$ cat config.mk
export PLATFORM = sky130hd
export DESIGN_NAME = load_unit_flat
export DESIGN_NICKNAME = d
export VERILOG_FILES = /design/src/rtl/load_unit_pkg.sv /design/src/rtl/load_unit_if.sv /design/src/rtl/load_unit_extract.sv /design/src/rtl/load_unit.sv /design/src/flat_wrapper.sv
export SDC_FILE = /design/constraint.sdc
export NUM_CORES = 1
export LEC_CHECK = 0
export CORE_UTILIZATION = 47
export CTS_CLUSTER_DIAMETER = 100
export DETAILED_ROUTE_END_ITERATION = 12
export PLACE_DENSITY = 0.87
export SLEW_MARGIN = 30
export SYNTH_ARGS = -nofsm -noshare
export SYNTH_HDL_FRONTEND = slang
export SYNTH_SLANG_ARGS = --single-unit
$ cat constraint.sdc
create_clock -name clk -period 6.5 [get_ports clk]
set_input_delay 1.3 -clock clk [delete_from_list [all_inputs] [get_ports clk]]
set_output_delay 1.3 -clock clk [all_outputs]
set_load 0.05 [all_outputs]
$ cat src/rtl/load_unit_pkg.sv
// Shared load-side types: funct3 encodings for I-type loads and the load FSM states.
package load_unit_pkg;
  typedef enum logic [2:0] {
    LB  = 3'b000,
    LH  = 3'b001,
    LW  = 3'b010,
    LBU = 3'b100,
    LHU = 3'b101
  } load_funct3_e;

  typedef enum logic [1:0] {
    IDLE = 2'd0,
    REQ  = 2'd1,
    DONE = 2'd2
  } load_state_e;
endpackage

$ cat src/rtl/load_unit_if.sv
// Word-aligned data-memory read port: request held until ack, data valid with ack.
interface load_unit_if;
  logic        mem_req;
  logic [31:0] mem_addr;
  logic        mem_ack;
  logic [31:0] mem_rdata;

  modport master (output mem_req, output mem_addr, input mem_ack, input mem_rdata);
  modport slave  (input mem_req, input mem_addr, output mem_ack, output mem_rdata);
endinterface

$ cat src/rtl/load_unit_extract.sv
// Combinational lane select plus sign/zero extension, with legality and alignment flags.
module load_extract
  import load_unit_pkg::*;
(
  input  logic [2:0]  funct3,
  input  logic [1:0]  offset,
  input  logic [31:0] word,
  output logic [31:0] ext_data,
  output logic        legal,
  output logic        aligned
);
  logic [7:0]  byte_sel;
  logic [15:0] half_sel;

  // Little-endian lanes: offset 0 is word[7:0], same order as store byte enables.
  assign byte_sel = word[8*offset +: 8];
  assign half_sel = offset[1] ? word[31:16] : word[15:0];

  always_comb begin
    ext_data = '0;
    legal    = 1'b1;
    aligned  = 1'b1;
    case (funct3)
      LB:  ext_data = {{24{byte_sel[7]}}, byte_sel};
      LBU: ext_data = {24'h0, byte_sel};
      LH: begin
        ext_data = {{16{half_sel[15]}}, half_sel};
        aligned  = ~offset[0];
      end
      LHU: begin
        ext_data = {16'h0, half_sel};
        aligned  = ~offset[0];
      end
      LW: begin
        ext_data = word;
        aligned  = (offset == 2'b00);
      end
      default: legal = 1'b0;
    endcase
  end
endmodule

$ cat src/rtl/load_unit.sv
// Load unit: one aligned read per accepted load, then lane-extract into rd_data;
// misaligned/illegal loads and memory timeouts finish with fault instead.
module load_unit
  import load_unit_pkg::*;
#(
  parameter int TIMEOUT_CYCLES = 16,
  parameter int CNT_W          = 5
) (
  input  logic              clk,
  input  logic              rst,
  input  logic              start,
  input  logic [31:0]       instr,
  input  logic [31:0]       daddr,
  output logic              busy,
  output logic              done,
  output logic [31:0]       rd_data,
  output logic              fault,
  load_unit_if.master       mem
);
  localparam logic [CNT_W-1:0] CNT_LIMIT = CNT_W'(TIMEOUT_CYCLES - 1);

  load_state_e      state;
  logic [2:0]       funct3_q;
  logic [1:0]       off_q;
  logic [CNT_W-1:0] cnt;

  logic [2:0]  f3_sel;
  logic [1:0]  off_sel;
  logic [31:0] ext_data;
  logic        legal, aligned;
  logic        unused_bits;

  assign unused_bits = ^{instr[31:15], instr[11:0]};

  // One extractor serves both the IDLE legality check (live inputs) and the
  // REQ capture (registered funct3/offset).
  assign f3_sel  = (state == IDLE) ? instr[14:12] : funct3_q;
  assign off_sel = (state == IDLE) ? daddr[1:0]   : off_q;

  load_extract u_extract (
    .funct3   (f3_sel),
    .offset   (off_sel),
    .word     (mem.mem_rdata),
    .ext_data (ext_data),
    .legal    (legal),
    .aligned  (aligned)
  );

  always_ff @(posedge clk or posedge rst) begin
    if (rst) begin
      state        <= IDLE;
      busy         <= 1'b0;
      done         <= 1'b0;
      fault        <= 1'b0;
      rd_data      <= '0;
      mem.mem_req  <= 1'b0;
      mem.mem_addr <= '0;
      funct3_q     <= '0;
      off_q        <= '0;
      cnt          <= '0;
    end else begin
      done <= 1'b0;
      case (state)
        IDLE: if (start) begin
          funct3_q     <= instr[14:12];
          off_q        <= daddr[1:0];
          mem.mem_addr <= {daddr[31:2], 2'b00};
          busy         <= 1'b1;
          if (legal && aligned) begin
            state       <= REQ;
            mem.mem_req <= 1'b1;
          end else begin
            state   <= DONE;
            done    <= 1'b1;
            fault   <= 1'b1;
            rd_data <= '0;
          end
        end
        REQ: begin
          // Ack is checked first so an ack on the limit cycle still completes cleanly.
          if (mem.mem_ack) begin
            state       <= DONE;
            done        <= 1'b1;
            fault       <= 1'b0;
            rd_data     <= ext_data;
            mem.mem_req <= 1'b0;
          end else if (cnt == CNT_LIMIT) begin
            state       <= DONE;
            done        <= 1'b1;
            fault       <= 1'b1;
            rd_data     <= '0;
            mem.mem_req <= 1'b0;
          end else begin
            cnt <= cnt + 1'b1;
          end
        end
        DONE: begin
          state <= IDLE;
          busy  <= 1'b0;
          cnt   <= '0;
        end
        default: state <= IDLE;
      endcase
    end
  end
endmodule
$ cat src/flat_wrapper.sv
// flat-port wrapper written by rule: the top's interface ports become plain ports
module load_unit_flat import load_unit_pkg::*;
#(
  parameter int TIMEOUT_CYCLES = 16,
  parameter int CNT_W          = 5
)
  (clk, rst, start, instr, daddr, busy, done, rd_data, fault, mem_mem_req, mem_mem_addr, mem_mem_ack, mem_mem_rdata);
  load_unit_if mem_i ();
  input  logic clk;
  input  logic rst;
  input  logic start;
  input  logic [31:0] instr;
  input  logic [31:0] daddr;
  output logic busy;
  output logic done;
  output logic [31:0] rd_data;
  output logic fault;
  output wire logic [$bits(mem_i.mem_req)-1:0] mem_mem_req;
  output wire logic [$bits(mem_i.mem_addr)-1:0] mem_mem_addr;
  input wire logic [$bits(mem_i.mem_ack)-1:0] mem_mem_ack;
  input wire logic [$bits(mem_i.mem_rdata)-1:0] mem_mem_rdata;
  assign mem_mem_req = mem_i.mem_req;
  assign mem_mem_addr = mem_i.mem_addr;
  assign mem_i.mem_ack = mem_mem_ack;
  assign mem_i.mem_rdata = mem_mem_rdata;
  load_unit #(.TIMEOUT_CYCLES(TIMEOUT_CYCLES), .CNT_W(CNT_W)) u_core (.clk(clk), .rst(rst), .start(start), .instr(instr), .daddr(daddr), .busy(busy), .done(done), .rd_data(rd_data), .fault(fault), .mem(mem_i));
endmodule
==> run_results.csv <==
group,metric,value,unit
clock_tree,cts_hold_buffers,0,
synthesis,synth_top_area_share,0.486,
finish,seq_area,1950,um^2
global_route,grt_overflow,0,
clock_tree,post_cts.repair.setup_buffers,0,
clock_tree,cts-buffers-inserted,9,
placement,gp_congestion,0.848,
routing,via_count,3356,
power,leakagePower,2.28,nW
synthesis,seq_area_frac_synth,0.486,
clock_tree,cts_sinks,78,
synthesis,synth_flop_cell,"dfrtp_1",
clock_tree,htree_levels,3,
sta,rsz0062_at_grt,"no",
routing,drtIter0Drc,196,
sta,max_freq,0.303,GHz
sta,period_minus_slack,3300,ps
worst_setup_path,critPathLaunchType,"input pin",
floorplan,core-area,8260,um^2
synthesis,syn_area,4020,um^2
power,power.density,529,nW/um^2
worst_setup_path,endpoint_kind,"flop",
routing,post_drt_via_cell_ratio,5.68,
floorplan,die-area,8920,um^2
finish,num-nets-final,583,
global_route,grt_pass1_vias,3334,
routing,drc,0,
synthesis,yosysUniqueCellTypes,55,
floorplan,rows,33,
finish,final_common_cell,"clkdlybuf4s50_1",
finish,area_growth,40.1,%
floorplan,die-width,94.5,um
floorplan,die_h,94.5,um
placement,hpwl,7.45,mm
routing,wl_per_cell,17.6,um
floorplan,io_pins,168,
synthesis,ys_ff_latch,78,
placement,port_buffers,136,
clock_tree,clkLatencyLatePin,350,ps
synthesis,synth_warnings,0,
synthesis,yosys.area.top_type,"dfrtp_1",
sta,worstMarginPinSlew,991,ps
sta,hold_violations,0,
routing,routed_wl,10.4,mm
synthesis,postSynthAreaPerCell,11.5,um^2
sta,slew_headroom,0.339,
floorplan,initial_core_util,0.487,
sta,report.final.slew_viol_count,0,
worst_setup_path,worst-endpoint-arrival,3570,ps
sta,min_period_over_period,0.508,
worst_setup_path,critical_path_required,6770,ps
finish,diodes,0,
clock_tree,clk_path_buf_depth,2,
finish,layout.cells.most_common_list,"clkdlybuf4s50_1 (136), dfrtp_1 (78), nand2_1 (45)",
finish,drive_above_1_share,0.189,
synthesis,synth_edf_count,0,
global_route,grt_pass1_wl,16.5,mm
outcome,outcome,"completed",
worst_setup_path,cp_max_fo,17,
finish,stdcell_area,5630,um^2
power,vdd_drop_max,0.236,mV
global_route,grtUsageTotal,0.242,
clock_tree,cts-root-buf,"clkbuf_8",
synthesis,synth_cells,349,
routing,first_pass_iters,4,
clock_tree,cts_resized,0,
synthesis,synth_area_leaders,"dfrtp_1 (49%), mux2_2 (9.8%), nand2_1 (4.2%)",
hold_path,hp-class,"flop to flop",
global_route,antenna_found_initial,0,
sta,fin_skew,13.0,ps
sta,setup_tns,0,ps
job,maxCapViolations,0,
clock_tree,clk_pin_slew,80,ps
finish,multi_input_area,1870,um^2
clock_tree,cts_tree,"built",
placement,place_area,5410,um^2
routing,ant_nets,0,
global_route,grt_max_degree,79,
sta,setup_violations,0,
worst_setup_path,setup.worst_path.class,"input pin to flop",
finish,n_fill_cell,625,
synthesis,async_reset_ff_frac,1.00,
[state kept, by name, summed over array words and instances, names as in the netlist]
signal,cells
u_core.busy,1
u_core.cnt,5
u_core.done,1
u_core.fault,1
u_core.funct3_q,3
u_core.mem.mem_addr,30
u_core.mem.mem_req,1
u_core.off_q,2
u_core.rd_data,32
u_core.state,2
[final cells by class]
cell class / instances / share of cell area
Sequential cell: 78 / 0.347
Multi-Input combinational cell: 237 / 0.333
Timing Repair Buffer: 142 / 0.252
Clock buffer: 10 / 0.0244
Tap cell: 105 / 0.0233
Clock inverter: 6 / 0.0122
Inverter: 13 / 0.00867
[Yosys cell counts, drive strengths merged, types with 3 or more instances]
library cell  instances
o21ai                31
a211oi                3
a31oi                 3
nor2b                 3
nor2                 14
mux2                 42
clkbuf                5
nand3                 5
nand2                45
nor4                  4
a22oi                14
a2111oi              17
dfrtp                78
o211ai                8
inv                  13
buf                  17
a21oi                12
o221ai                6
[worst max-delay path, stage by stage]
cell	delay [ps]
clkdlybuf4s50_1	680
nor4b_1	340
a31oi_2	120
a21oi_2	750
a2111oi_0	170
o21ai_1	200
[power breakdown]
group	switching, W	total, W	internal (W)
logic	0.00112	0.00179	0.000669
clock network	0.000183	0.000373	0.000190
registers	0.000149	0.000818	0.000669
[routing by layer]
metal	GRT usage	share of wire	vias up
li1	-	-	1553
met1	0.303	0.41	1658
met2	0.403	0.51	130
met3	0.0733	0.073	15
met4	0.0694	0.013	0
met5	0	0	-
[logic make-up (layout without fill, tap and decap cells)]
family,count (synthesis),after routing,synth area share
AO/OA/AOI/OAI,104,104,0.227
adder cells (fa/ha/maj),2,2,0.00623
buffers and inverters,35,171,0.0489
flip-flops,78,78,0.486
multiplexers,45,45,0.128
other,1,2,0.000933
AND/OR/NAND/NOR,84,84,0.103
[final timing paths]
kind	slack [ps]	startpoint	end	cells after the start
setup / recovery	3200	instr[12]	u_core.rd_data[27]$_DFFE_PP0P_	6
hold / removal	490	u_core.rd_data[4]$_DFFE_PP0P_	u_core.rd_data[4]$_DFFE_PP0P_	2
max in group asynchronous	4580	rst	u_core.rd_data[13]$_DFFE_PP0P_	3
min in group asynchronous	1440	rst	u_core.mem.mem_addr[15]$_DFFE_PP0P_	3
setup reg to reg	3580	u_core.state[1]$_DFFE_PP0P_	u_core.rd_data[27]$_DFFE_PP0P_	5
hold reg to reg	490	u_core.rd_data[4]$_DFFE_PP0P_	u_core.rd_data[4]$_DFFE_PP0P_	2
[per-stage QoR]
| stage | instances | utilization | total power, W | worst slack, ps | hold WS (ps) |
|---|---|---|---|---|---|
| global placement | 573 | 0.653 | 0.00256 | 2870 | 470 |
| finish | 591 | 0.682 | 0.00298 | 3200 | 490 |
| detailed placement | 574 | 0.655 | 0.00261 | 2760 | 474 |
| global route | 591 | 0.682 | 0.00313 | 3060 | 515 |
| CTS | 590 | 0.680 | 0.00298 | 3130 | 493 |
| floorplan | 350 | - | 0.00211 | 3200 | 472 |
No activity file was read; power rests on OpenSTA's default activity.
